===== src/rtl/trap_entry_ctrl_if.sv =====
// Bundle of trap, return, CSR-write and redirect signals shared by the trap entry
// controller (slave side) and the pipeline front end that feeds it (master side).
interface trap_entry_ctrl_if;
  logic        exc_target_m;
  logic        exc_target_s;
  logic [63:0] exc_cause;
  logic [63:0] pc;
  logic [63:0] tval;
  logic        int_target_m;
  logic        int_target_s;
  logic [63:0] int_cause;
  logic        mret;
  logic        sret;
  logic [63:0] mtvec;
  logic [63:0] stvec;
  logic        csr_write;
  logic [11:0] csr_addr;
  logic [63:0] data_csr;
  logic        redirect_ready;

  logic [3:0]  priv;
  logic [63:0] mepc;
  logic [63:0] mcause;
  logic [63:0] mtval;
  logic [63:0] sepc;
  logic [63:0] scause;
  logic [63:0] stval;
  logic        mie;
  logic        mpie;
  logic        sie;
  logic        spie;
  logic        spp;
  logic [1:0]  mpp;
  logic        redirect_valid;
  logic [63:0] redirect_pc;
  logic        flush;
  logic        busy;

  modport slave (
    input  exc_target_m, exc_target_s, exc_cause, pc, tval,
    input  int_target_m, int_target_s, int_cause, mret, sret, mtvec, stvec,
    input  csr_write, csr_addr, data_csr, redirect_ready,
    output priv, mepc, mcause, mtval, sepc, scause, stval,
    output mie, mpie, sie, spie, spp, mpp,
    output redirect_valid, redirect_pc, flush, busy
  );

  modport master (
    output exc_target_m, exc_target_s, exc_cause, pc, tval,
    output int_target_m, int_target_s, int_cause, mret, sret, mtvec, stvec,
    output csr_write, csr_addr, data_csr, redirect_ready,
    input  priv, mepc, mcause, mtval, sepc, scause, stval,
    input  mie, mpie, sie, spie, spp, mpp,
    input  redirect_valid, redirect_pc, flush, busy
  );
endinterface


===== src/rtl/trap_entry_ctrl.sv =====
// Trap entry / xRET controller: takes one trap or return per idle cycle, updates the
// M/S trap CSRs and privilege, and holds a redirect until accepted. Macro: TRAP_VECTORED_EN.
module trap_entry_ctrl (
  input  logic             clk,
  input  logic             rst,
  trap_entry_ctrl_if.slave bus
);

  typedef enum logic {
    IDLE     = 1'b0,
    REDIRECT = 1'b1
  } state_e;

  localparam logic [3:0]  PRIV_M = 4'b1000;
  localparam logic [3:0]  PRIV_S = 4'b0010;
  localparam logic [3:0]  PRIV_U = 4'b0001;

  localparam logic [11:0] ADDR_MEPC   = 12'h341;
  localparam logic [11:0] ADDR_MCAUSE = 12'h342;
  localparam logic [11:0] ADDR_MTVAL  = 12'h343;
  localparam logic [11:0] ADDR_SEPC   = 12'h141;
  localparam logic [11:0] ADDR_SCAUSE = 12'h142;
  localparam logic [11:0] ADDR_STVAL  = 12'h143;

`ifdef TRAP_VECTORED_EN
  localparam logic VEC_EN = 1'b1;
`else
  localparam logic VEC_EN = 1'b0;
`endif

  function automatic logic [1:0] priv_to_mpp(input logic [3:0] p);
    logic [1:0] m;
    case (p)
      PRIV_M:  m = 2'b11;
      PRIV_S:  m = 2'b01;
      default: m = 2'b00;
    endcase
    return m;
  endfunction

  // Reserved encoding 2'b10 falls back to U.
  function automatic logic [3:0] mpp_to_priv(input logic [1:0] m);
    logic [3:0] p;
    case (m)
      2'b11:   p = PRIV_M;
      2'b01:   p = PRIV_S;
      default: p = PRIV_U;
    endcase
    return p;
  endfunction

  function automatic logic [63:0] trap_target(input logic [63:0] tvec,
                                              input logic        is_int,
                                              input logic [63:0] cause);
    logic [63:0] base;
    logic [63:0] offs;
    base = {tvec[63:2], 2'b00};
    offs = {cause[61:0], 2'b00};
    if (VEC_EN && is_int && (tvec[1:0] == 2'b01)) begin
      return base + offs;
    end
    return base;
  endfunction

  state_e      state_q, state_d;
  logic [3:0]  priv_q, priv_d;
  logic [63:0] mepc_q, mepc_d;
  logic [63:0] mcause_q, mcause_d;
  logic [63:0] mtval_q, mtval_d;
  logic [63:0] sepc_q, sepc_d;
  logic [63:0] scause_q, scause_d;
  logic [63:0] stval_q, stval_d;
  logic        mie_q, mie_d;
  logic        mpie_q, mpie_d;
  logic        sie_q, sie_d;
  logic        spie_q, spie_d;
  logic        spp_q, spp_d;
  logic [1:0]  mpp_q, mpp_d;
  logic [63:0] redirect_pc_q, redirect_pc_d;
  logic        flush_q, flush_d;

  logic        idle;
  logic        take_exc_m, take_exc_s, take_int_m, take_int_s, take_mret, take_sret;
  logic        take_m_trap, take_s_trap, take_int, accept;
  logic [63:0] trap_cause, trap_tval;
  logic        unused_ok;

  assign idle = (state_q == IDLE);

  // Fixed priority; anything below the winner in the same cycle is dropped.
  assign take_exc_m = idle & bus.exc_target_m;
  assign take_exc_s = idle & ~bus.exc_target_m & bus.exc_target_s;
  assign take_int_m = idle & ~bus.exc_target_m & ~bus.exc_target_s & bus.int_target_m;
  assign take_int_s = idle & ~bus.exc_target_m & ~bus.exc_target_s & ~bus.int_target_m
                    & bus.int_target_s;
  assign take_mret  = idle & ~bus.exc_target_m & ~bus.exc_target_s & ~bus.int_target_m
                    & ~bus.int_target_s & bus.mret;
  assign take_sret  = idle & ~bus.exc_target_m & ~bus.exc_target_s & ~bus.int_target_m
                    & ~bus.int_target_s & ~bus.mret & bus.sret;

  assign take_m_trap = take_exc_m | take_int_m;
  assign take_s_trap = take_exc_s | take_int_s;
  assign take_int    = take_int_m | take_int_s;
  assign accept      = take_m_trap | take_s_trap | take_mret | take_sret;

  assign trap_cause = take_int ? {1'b1, bus.int_cause[62:0]} : bus.exc_cause;
  assign trap_tval  = take_int ? 64'd0 : bus.tval;

  assign unused_ok = &{1'b0, bus.int_cause[63]};

  always_comb begin
    state_d       = state_q;
    priv_d        = priv_q;
    mepc_d        = mepc_q;
    mcause_d      = mcause_q;
    mtval_d       = mtval_q;
    sepc_d        = sepc_q;
    scause_d      = scause_q;
    stval_d       = stval_q;
    mie_d         = mie_q;
    mpie_d        = mpie_q;
    sie_d         = sie_q;
    spie_d        = spie_q;
    spp_d         = spp_q;
    mpp_d         = mpp_q;
    redirect_pc_d = redirect_pc_q;
    flush_d       = 1'b0;

    // Software CSR writes land first so a same-cycle trap update overrides them.
    if (bus.csr_write) begin
      case (bus.csr_addr)
        ADDR_MEPC:   mepc_d   = {bus.data_csr[63:2], 2'b00};
        ADDR_MCAUSE: mcause_d = bus.data_csr;
        ADDR_MTVAL:  mtval_d  = bus.data_csr;
        ADDR_SEPC:   sepc_d   = {bus.data_csr[63:2], 2'b00};
        ADDR_SCAUSE: scause_d = bus.data_csr;
        ADDR_STVAL:  stval_d  = bus.data_csr;
        default: ;
      endcase
    end

    if (take_m_trap) begin
      mepc_d        = bus.pc;
      mcause_d      = trap_cause;
      mtval_d       = trap_tval;
      mpie_d        = mie_q;
      mie_d         = 1'b0;
      mpp_d         = priv_to_mpp(priv_q);
      priv_d        = PRIV_M;
      redirect_pc_d = trap_target(bus.mtvec, take_int, bus.int_cause);
    end

    if (take_s_trap) begin
      sepc_d        = bus.pc;
      scause_d      = trap_cause;
      stval_d       = trap_tval;
      spie_d        = sie_q;
      sie_d         = 1'b0;
      spp_d         = (priv_q == PRIV_S);
      priv_d        = PRIV_S;
      redirect_pc_d = trap_target(bus.stvec, take_int, bus.int_cause);
    end

    // Returns use the registered epc/status, never a value being written this cycle.
    if (take_mret) begin
      redirect_pc_d = mepc_q;
      priv_d        = mpp_to_priv(mpp_q);
      mie_d         = mpie_q;
      mpie_d        = 1'b1;
      mpp_d         = 2'b00;
    end

    if (take_sret) begin
      redirect_pc_d = sepc_q;
      priv_d        = spp_q ? PRIV_S : PRIV_U;
      sie_d         = spie_q;
      spie_d        = 1'b1;
      spp_d         = 1'b0;
    end

    case (state_q)
      IDLE: begin
        if (accept) begin
          state_d = REDIRECT;
          flush_d = 1'b1;
        end
      end
      REDIRECT: begin
        if (bus.redirect_ready) begin
          state_d = IDLE;
        end
      end
      default: state_d = IDLE;
    endcase
  end

  always_ff @(posedge clk) begin
    if (rst) begin
      state_q       <= IDLE;
      priv_q        <= PRIV_M;
      mepc_q        <= '0;
      mcause_q      <= '0;
      mtval_q       <= '0;
      sepc_q        <= '0;
      scause_q      <= '0;
      stval_q       <= '0;
      mie_q         <= 1'b0;
      mpie_q        <= 1'b0;
      sie_q         <= 1'b0;
      spie_q        <= 1'b0;
      spp_q         <= 1'b0;
      mpp_q         <= 2'b11;
      redirect_pc_q <= '0;
      flush_q       <= 1'b0;
    end else begin
      state_q       <= state_d;
      priv_q        <= priv_d;
      mepc_q        <= mepc_d;
      mcause_q      <= mcause_d;
      mtval_q       <= mtval_d;
      sepc_q        <= sepc_d;
      scause_q      <= scause_d;
      stval_q       <= stval_d;
      mie_q         <= mie_d;
      mpie_q        <= mpie_d;
      sie_q         <= sie_d;
      spie_q        <= spie_d;
      spp_q         <= spp_d;
      mpp_q         <= mpp_d;
      redirect_pc_q <= redirect_pc_d;
      flush_q       <= flush_d;
    end
  end

  assign bus.priv           = priv_q;
  assign bus.mepc           = mepc_q;
  assign bus.mcause         = mcause_q;
  assign bus.mtval          = mtval_q;
  assign bus.sepc           = sepc_q;
  assign bus.scause         = scause_q;
  assign bus.stval          = stval_q;
  assign bus.mie            = mie_q;
  assign bus.mpie           = mpie_q;
  assign bus.sie            = sie_q;
  assign bus.spie           = spie_q;
  assign bus.spp            = spp_q;
  assign bus.mpp            = mpp_q;
  assign bus.redirect_valid = (state_q == REDIRECT);
  assign bus.redirect_pc    = redirect_pc_q;
  assign bus.flush          = flush_q;
  assign bus.busy           = (state_q == REDIRECT);

endmodule


===== src/flat_wrapper.sv =====
// flat-port wrapper written by rule: the top's interface ports become plain ports
module trap_entry_ctrl_flat 
  (clk, rst, bus_exc_target_m, bus_exc_target_s, bus_exc_cause, bus_pc, bus_tval, bus_int_target_m, bus_int_target_s, bus_int_cause, bus_mret, bus_sret, bus_mtvec, bus_stvec, bus_csr_write, bus_csr_addr, bus_data_csr, bus_redirect_ready, bus_priv, bus_mepc, bus_mcause, bus_mtval, bus_sepc, bus_scause, bus_stval, bus_mie, bus_mpie, bus_sie, bus_spie, bus_spp, bus_mpp, bus_redirect_valid, bus_redirect_pc, bus_flush, bus_busy);
  trap_entry_ctrl_if bus_i ();
  input  logic clk;
  input  logic rst;
  input wire logic [$bits(bus_i.exc_target_m)-1:0] bus_exc_target_m;
  input wire logic [$bits(bus_i.exc_target_s)-1:0] bus_exc_target_s;
  input wire logic [$bits(bus_i.exc_cause)-1:0] bus_exc_cause;
  input wire logic [$bits(bus_i.pc)-1:0] bus_pc;
  input wire logic [$bits(bus_i.tval)-1:0] bus_tval;
  input wire logic [$bits(bus_i.int_target_m)-1:0] bus_int_target_m;
  input wire logic [$bits(bus_i.int_target_s)-1:0] bus_int_target_s;
  input wire logic [$bits(bus_i.int_cause)-1:0] bus_int_cause;
  input wire logic [$bits(bus_i.mret)-1:0] bus_mret;
  input wire logic [$bits(bus_i.sret)-1:0] bus_sret;
  input wire logic [$bits(bus_i.mtvec)-1:0] bus_mtvec;
  input wire logic [$bits(bus_i.stvec)-1:0] bus_stvec;
  input wire logic [$bits(bus_i.csr_write)-1:0] bus_csr_write;
  input wire logic [$bits(bus_i.csr_addr)-1:0] bus_csr_addr;
  input wire logic [$bits(bus_i.data_csr)-1:0] bus_data_csr;
  input wire logic [$bits(bus_i.redirect_ready)-1:0] bus_redirect_ready;
  output wire logic [$bits(bus_i.priv)-1:0] bus_priv;
  output wire logic [$bits(bus_i.mepc)-1:0] bus_mepc;
  output wire logic [$bits(bus_i.mcause)-1:0] bus_mcause;
  output wire logic [$bits(bus_i.mtval)-1:0] bus_mtval;
  output wire logic [$bits(bus_i.sepc)-1:0] bus_sepc;
  output wire logic [$bits(bus_i.scause)-1:0] bus_scause;
  output wire logic [$bits(bus_i.stval)-1:0] bus_stval;
  output wire logic [$bits(bus_i.mie)-1:0] bus_mie;
  output wire logic [$bits(bus_i.mpie)-1:0] bus_mpie;
  output wire logic [$bits(bus_i.sie)-1:0] bus_sie;
  output wire logic [$bits(bus_i.spie)-1:0] bus_spie;
  output wire logic [$bits(bus_i.spp)-1:0] bus_spp;
  output wire logic [$bits(bus_i.mpp)-1:0] bus_mpp;
  output wire logic [$bits(bus_i.redirect_valid)-1:0] bus_redirect_valid;
  output wire logic [$bits(bus_i.redirect_pc)-1:0] bus_redirect_pc;
  output wire logic [$bits(bus_i.flush)-1:0] bus_flush;
  output wire logic [$bits(bus_i.busy)-1:0] bus_busy;
  assign bus_i.exc_target_m = bus_exc_target_m;
  assign bus_i.exc_target_s = bus_exc_target_s;
  assign bus_i.exc_cause = bus_exc_cause;
  assign bus_i.pc = bus_pc;
  assign bus_i.tval = bus_tval;
  assign bus_i.int_target_m = bus_int_target_m;
  assign bus_i.int_target_s = bus_int_target_s;
  assign bus_i.int_cause = bus_int_cause;
  assign bus_i.mret = bus_mret;
  assign bus_i.sret = bus_sret;
  assign bus_i.mtvec = bus_mtvec;
  assign bus_i.stvec = bus_stvec;
  assign bus_i.csr_write = bus_csr_write;
  assign bus_i.csr_addr = bus_csr_addr;
  assign bus_i.data_csr = bus_data_csr;
  assign bus_i.redirect_ready = bus_redirect_ready;
  assign bus_priv = bus_i.priv;
  assign bus_mepc = bus_i.mepc;
  assign bus_mcause = bus_i.mcause;
  assign bus_mtval = bus_i.mtval;
  assign bus_sepc = bus_i.sepc;
  assign bus_scause = bus_i.scause;
  assign bus_stval = bus_i.stval;
  assign bus_mie = bus_i.mie;
  assign bus_mpie = bus_i.mpie;
  assign bus_sie = bus_i.sie;
  assign bus_spie = bus_i.spie;
  assign bus_spp = bus_i.spp;
  assign bus_mpp = bus_i.mpp;
  assign bus_redirect_valid = bus_i.redirect_valid;
  assign bus_redirect_pc = bus_i.redirect_pc;
  assign bus_flush = bus_i.flush;
  assign bus_busy = bus_i.busy;
  trap_entry_ctrl u_core (.clk(clk), .rst(rst), .bus(bus_i));
endmodule

===== config.mk =====
export PLATFORM = sky130hd
export DESIGN_NAME = trap_entry_ctrl_flat
export DESIGN_NICKNAME = d
export VERILOG_FILES = /design/src/rtl/trap_entry_ctrl_if.sv /design/src/rtl/trap_entry_ctrl.sv /design/src/flat_wrapper.sv
export SDC_FILE = /design/constraint.sdc
export NUM_CORES = 1
export LEC_CHECK = 0
export ABC_AREA = 1
export CORE_AREA = 3 3 365 367
export CTS_BUF_LIST = sky130_fd_sc_hd__clkbuf_4
export CTS_CLUSTER_SIZE = 14
export DETAILED_ROUTE_END_ITERATION = 10
export DIE_AREA = 0 0 368 370
export PLACE_DENSITY = 0.53
export RECOVER_POWER = 25
export SLEW_MARGIN = 10
export SYNTH_ARGS = -nofsm -noshare
export SYNTH_HDL_FRONTEND = slang
export SYNTH_SLANG_ARGS = --single-unit

===== constraint.sdc =====
create_clock -name clk -period 3.5 [get_ports clk]
set_input_delay 0.7 -clock clk [delete_from_list [all_inputs] [get_ports clk]]
set_output_delay 0.7 -clock clk [all_outputs]
set_load 0.005 [all_outputs]

==> flow_summary_export.csv, run 1 <==
group,metric,value,unit
cts,path_clk_slew,0.06,ns
cts,cts_tree,"yes",
flow_run,cap_viol_max_count,1,
route,vias_per_cell,4.79,
floorplanning,rows,132,
cts,cts_setup_buffers,0,
finish,fin_area,38500,um2
worst_setup_path,worstPathArrival,4.16,ns
min_path,hold_class,"primary input to flip-flop",
synth,async_flop_share,0,%
finish,drive_above_1_share,6.86,%
floorplanning,start_util,19.4,%
worst_setup_path,end_kind,"flip-flop",
outcome,status,"finished with violations",
worst_setup_path,crit_type,"flip-flop to flip-flop",
sta,setup_violations,0,
route,dr.pass1.iters,6,
floorplanning,floorplan.die.height,370,um
synth,yosysWarnings,0,
finish,post-route-util,29.6,%
floorplanning,io_pins,932,
sta,skew,0.0824,ns
cts,insertion_delay,1.15,ns
floorplanning,core,130000,um2
worst_setup_path,worstPathMaxFanout,102,
synth,synth_seq_cells,460,
floorplanning,die_x,368,um
floorplanning,die_area,136000,um2
cts,cts.path.max_buffers,3,
pwr,power_density,424,nW/um2
route,drtIter0Drc,3437,
route,drt_wl_total,166,mm
synth,syn-num-nets,4543,
cts,cts_hold_buf,1,
pwr,peakVddDrop,287,uV
synth,synth_seq_area_share,36.5,%
route,wl_per_cell,24.4,um
synth,avgSynthCellArea,6.19,um2
grt,grt_max_degree,103,
finish,area_delta_synth_final,52.7,%
placed_design,place_ws,0.402,ns
route,postRouteAntennaNets,0,
sta,finalHoldViolCount,0,
synth,synth_cells,4073,
cts,root_buffer,"clkbuf_4",
synth,synth_flop_cell,"dfxtp_1",
sta,setup_slack,0.362,ns
grt,grt_pass1_wl,228,mm
worst_setup_path,required,4.52,ns
route,num_vias,32500,
grt,antenna_found_initial,36,
grt,grt_pass1_vias,30400,
cts,cts-buffers-inserted,145,
outcome,failed_checks,"capacitance limit, slew limit",
cts,cts_resized,0,
sta,finalCritPeriodShare,89.6,%
sta,relSlewSlack,-18.2,%
placed_design,dp_hpwl,121,mm
pwr,p_leak,0.0168,uW
sta,tightest_slew,1.77,ns
sta,min_period,3.14,ns
synth,synth_edf_count,0,
sta,rsz0062_at_grt,"no",
route,route.detailed.drc,0,
sta,fin_setup_tns,0,ns
placed_design,port_buffers,925,
synth,synth_area,25200,um2
grt,grt_usage,23.1,%
sta,fmax,319,MHz
grt,grt_overflow_total,0,
cts,cts_sinks,460,
finish,nets,5405,
sta,maxSlewViolCount,103,
placed_design,dpl-instance-area,36800,um2
worst_setup_path,start_kind,"flip-flop",
synth,synth_cell_types,31,
placed_design,routabilityCongestion,0.934,
sta,fin_hold_ws,0.149,ns
cts,ctsHtreeMaxLevel,4,
-- cell usage after synthesis, types with 2 or more instances --
| library cell | instances | share of area [%] |
|---|---|---|
| dfxtp_1 | 460 | 37 |
| inv_1 | 519 | 7.7 |
| buf_4 | 6 | 0.18 |
| nand2_2 | 2 | 0.050 |
| buf_1 | 27 | 0.40 |
| clkbuf_1 | 166 | 2.5 |
| nand3b_1 | 64 | 1.9 |
| nor3_1 | 64 | 1.3 |
| nand2_4 | 2 | 0.089 |
| o21bai_1 | 60 | 1.8 |
| nor2_2 | 3 | 0.074 |
| a21oi_1 | 261 | 5.2 |
| a31oi_1 | 61 | 1.5 |
| nor2_4 | 3 | 0.13 |
| nor2_1 | 400 | 6.0 |
| nand3_1 | 711 | 14 |
| inv_2 | 7 | 0.10 |
| buf_2 | 122 | 2.4 |
| nand2_1 | 929 | 14 |
| nand4_1 | 2 | 0.050 |
| o21ai_0 | 194 | 3.9 |
-- worst paths after layout --
path / from / end / slack [ns] / cells past startpoint
worst max-delay path: u_core.bus.busy / u_core.bus.stval[7] / 0.36 / 8
worst min-delay path: bus_redirect_ready / u_core.bus.busy / 0.15 / 2
worst max register to register: u_core.bus.busy / u_core.bus.stval[7] / 0.36 / 8
worst min register to register: u_core.bus.mtval[58] / u_core.bus.mtval[58] / 0.47 / 2
-- state kept, by name, summed over array words and instances (netlist names), 2 cells and up --
| register | count |
|---|---|
| u_core.bus.mcause | 64 |
| u_core.bus.mpp | 2 |
| u_core.bus.mtval | 64 |
| u_core.bus.mepc | 64 |
| u_core.bus.scause | 64 |
| u_core.bus.priv | 3 |
| u_core.bus.sepc | 64 |
| u_core.bus.redirect_pc | 64 |
| u_core.bus.stval | 64 |
-- layer usage --
layer | GRT usage, % | up-vias | part of all wire [%]
li1 | - | 14800 | -
met1 | 29.1 | 15600 | 41
met2 | 37.0 | 1742 | 46
met3 | 6.61 | 337 | 9.4
met4 | 9.78 | 12 | 3.9
met5 | 0 | - | 0.045
-- cells by family (layout without fill, tap and decap cells) --
kind of cell | count (synthesis) | count (layout) | share of synthesized area, %
buf+inv | 848 | 1790 | 13.3
other cells | 1 | 31 | 0.0149
simple gates | 2182 | 2182 | 37.6
compound gates | 582 | 582 | 12.5
flops | 460 | 460 | 36.5
-- cell usage in the layout (no fill, tap or decap), types with 30 or more instances in the layout --
master and count:
a21oi_1 261, a31oi_1 61, buf_12 40, buf_4 56, clkbuf_4 198, clkdlybuf4s50_1 924, dfxtp_1 460, diode_2 30
inv_1 518, nand2_1 922, nand3_1 711, nand3b_1 64, nor2_1 400, nor3_1 64, o21ai_0 195, o21bai_1 60
-- where the power goes --
part	leakage (uW)	internal (uW)	switching (uW)	total [uW]
clock network	0.00100	2790	2740	5530
registers	0.00379	5730	378	6110
logic	0.0120	2110	2560	4670
-- critical path, stage by stage (launching register included) --
cell	delay, ns
dfxtp_1	0.56
nor2_4	0.11
nand4_4	0.13
nand2_8	0.18
inv_8	0.14
clkbuf_4	0.94
o21ai_0	0.30
nor2_1	0.23
nor2_1	0.06
-- metrics by stage --
stage	cells	power, uW
2_1_floorplan	4073	8030
3_3_place_gp	6529	10900
3_5_place_dp	6529	10900
4_1_cts	6757	16500
5_1_grt	6781	17100
6_report	6787	16300
-- final cells by class --
type	instances	area (um2)
Fill cell	14500	91300
Multi-Input combinational cell	2765	12700
Timing Repair Buffer	1036	10600
Sequential cell	460	9210
Tap cell	1742	2180
Inverter	527	2010
Clock buffer	196	1470
Clock inverter	31	246
Antenna cell	30	75.1
Note: power is estimated with default switching activity, not from simulation.
==> inputs of run 2 (changes only) <==
CORE_AREA = 3 3 359 361   (was 3 3 365 367)
DIE_AREA = 0 0 362 364   (was 0 0 368 370)
PLACE_DENSITY = 0.54   (was 0.53)
RECOVER_POWER = unset   (was 25)
clock period = 3.09 ns   (was 3.5 ns; I/O delays follow)
==> flow_summary_export.csv, run 2 (synthesis gave the netlist of run 1 again) <==
group,metric,value,unit
outcome,status,"completed",
grt,met2_usage,38.2,%
cts,cts_tree,"yes",
grt,grt_use_met3,6.76,%
pwr,peakVddDrop,327,uV
worst_setup_path,crit_slowest_cell,"clkdlybuf4s50_1",
grt,grt_max_degree,139,
route,num_vias,33000,
cts,path_clk_slew,0.06,ns
min_path,hold_class,"primary input to flip-flop",
placed_design,placed_cells,6519,
sta,tightest_slew,0.859,ns
worst_setup_path,crit_type,"flip-flop to output pin",
worst_setup_path,required,2.47,ns
cts,insertion_delay,1.16,ns
sta,relSlewSlack,42.7,%
route,vias_per_cell,4.83,
route,drt_wl_total,165,mm
floorplanning,core,126000,um2
finish,drive_above_1_share,8.89,%
finish,final_cell_mix,"924 x clkdlybuf4s50_1, 921 x nand2_1, 711 x nand3_1",
grt,grt_pass1_vias,31100,
cts,cts.path.max_buffers,3,
worst_setup_path,start_kind,"flip-flop",
floorplanning,io_pins,932,
grt,grt_overflow_total,0,
finish,nets,5530,
grt,grt_pass1_wl,227,mm
route,drtIter0Drc,3615,
sta,finalCritPeriodShare,94.8,%
worst_setup_path,critical-path-max-stage-delay,0.64,ns
cts,root_buffer,"clkbuf_4",
finish,area_delta_synth_final,58.8,%
placed_design,routabilityCongestion,0.958,
floorplanning,rows,130,
grt,antenna_found_initial,34,
worst_setup_path,worstPathArrival,2.31,ns
finish,instances_no_fill,6837,
flow_run,cap_viol_max_count,0,
sta,fin_setup_tns,0,ns
finish,post-route-util,31.8,%
placed_design,port_buffers,925,
grt,gr-max-usage-layer,"met2",
pwr,p_sw,6540,uW
route,postRouteAntennaNets,0,
worst_setup_path,worstPathMaxFanout,3,
cts,cts_setup_buffers,0,
sta,skew,0.0720,ns
pwr,p_clk_share,35.2,%
pwr,p_int,12600,uW
pwr,p_leak,0.0177,uW
pwr,power_density,479,nW/um2
worst_setup_path,worst-path-buf-inv,1,
finish,layout_commonest_cell,"clkdlybuf4s50_1",
route,dr.pass1.iters,6,
worst_setup_path,crit_path_cell_trace,"clkdlybuf4s50_1",
placed_design,dp_hpwl,122,mm
cts,cts_sinks,460,
grt,grtUsageMet1,29.5,%
floorplanning,die_area,132000,um2
floorplanning,die_x,362,um
sta,maxSlewViolCount,0,
sta,min_period,2.93,ns
worst_setup_path,end_kind,"output pin",
pwr,power.total,19200,uW
placed_design,place_ws,0.173,ns
pwr,sw_frac_of_total,34.1,%
sta,setup_slack,0.162,ns
sta,finalHoldViolCount,0,
route,route.detailed.drc,0,
finish,fillers,13900,
cts,ctsHtreeMaxLevel,4,
sta,fmax,341,MHz
pwr,p_seq_share,36.1,%
pwr,pwr-share-comb,28.7,%
cts,cts-buffers-inserted,152,
floorplanning,floorplan.die.height,364,um
worst_setup_path,cp_top_family,"buffers and inverters",
route,wl_per_cell,24.2,um
sta,rsz0062_at_grt,"no",
grt,grt_usage,23.7,%
floorplanning,start_util,20.0,%
sta,setup_violations,0,
## run 2: cell types whose count changed in the layout (fill, tap and decap cells not counted), moves of 5 or more
cell           previous run  this run
buf_12                   40        75
dlygate4sd3_1             1        37
clkbuf_1                  9         0
clkinvlp_4                6         1
buf_4                    56       117
clkbuf_4                198       222
## run 2: area by class of cell
| class | instances | area [um2] | share of cell area, % |
|---|---|---|---|
| multi-input cells | 2765 | 12700 | 31.9 |
| repair buffers | 1154 | 12000 | 30.0 |
| flip-flops and latches | 460 | 9210 | 23.0 |
| well taps | 1650 | 2060 | 5.16 |
| inverters | 527 | 2010 | 5.03 |
| clock buffers | 222 | 1670 | 4.17 |
| clock inverters | 26 | 213 | 0.532 |
| diodes | 33 | 82.6 | 0.206 |
## run 2: metrics by stage
stage,cell area (um2),hold slack [ns]
floorplan,25200,0.456
global placement,37700,0.452
detailed placement,37700,0.458
CTS,39900,0.000522
global route,40000,0.0605
finish,40000,0.158
## run 2: power groups by stage
stage               sequential [uW]  clock, uW  combinational (uW)
floorplan                      6940          0                2160
global placement               7020          0                5410
detailed placement             7020          0                5420
CTS                            6900       6900                5500
global route                   6960       7190                5900
finish                         6920       6750                5500
## run 2: metal layers
metal,share of wire [%],routed length [um]
met5,0.055,91
met4,3.6,5940
met3,9.5,15700
met2,46,76700
met1,40,66800
## run 2: repair_timing
| item | in CTS | in global routing |
|---|---|---|
| hold endpoints to repair | 95 | 0 |
| setup endpoints to repair | 2 | 0 |
| hold buffers | 37 | 0 |
| gates resized for setup | 2 | 0 |
## run 2: worst paths after layout
kind,startpoint,to,slack (ns),cells past startpoint
max,u_core.bus.mepc[18],bus_mepc[18],0.16,1
min,bus_pc[43],u_core.bus.mepc[43],0.16,3
max reg2reg,u_core.bus.busy,u_core.bus.mepc[34],0.90,8
min reg2reg,u_core.bus.mtval[62],u_core.bus.mtval[62],0.47,2
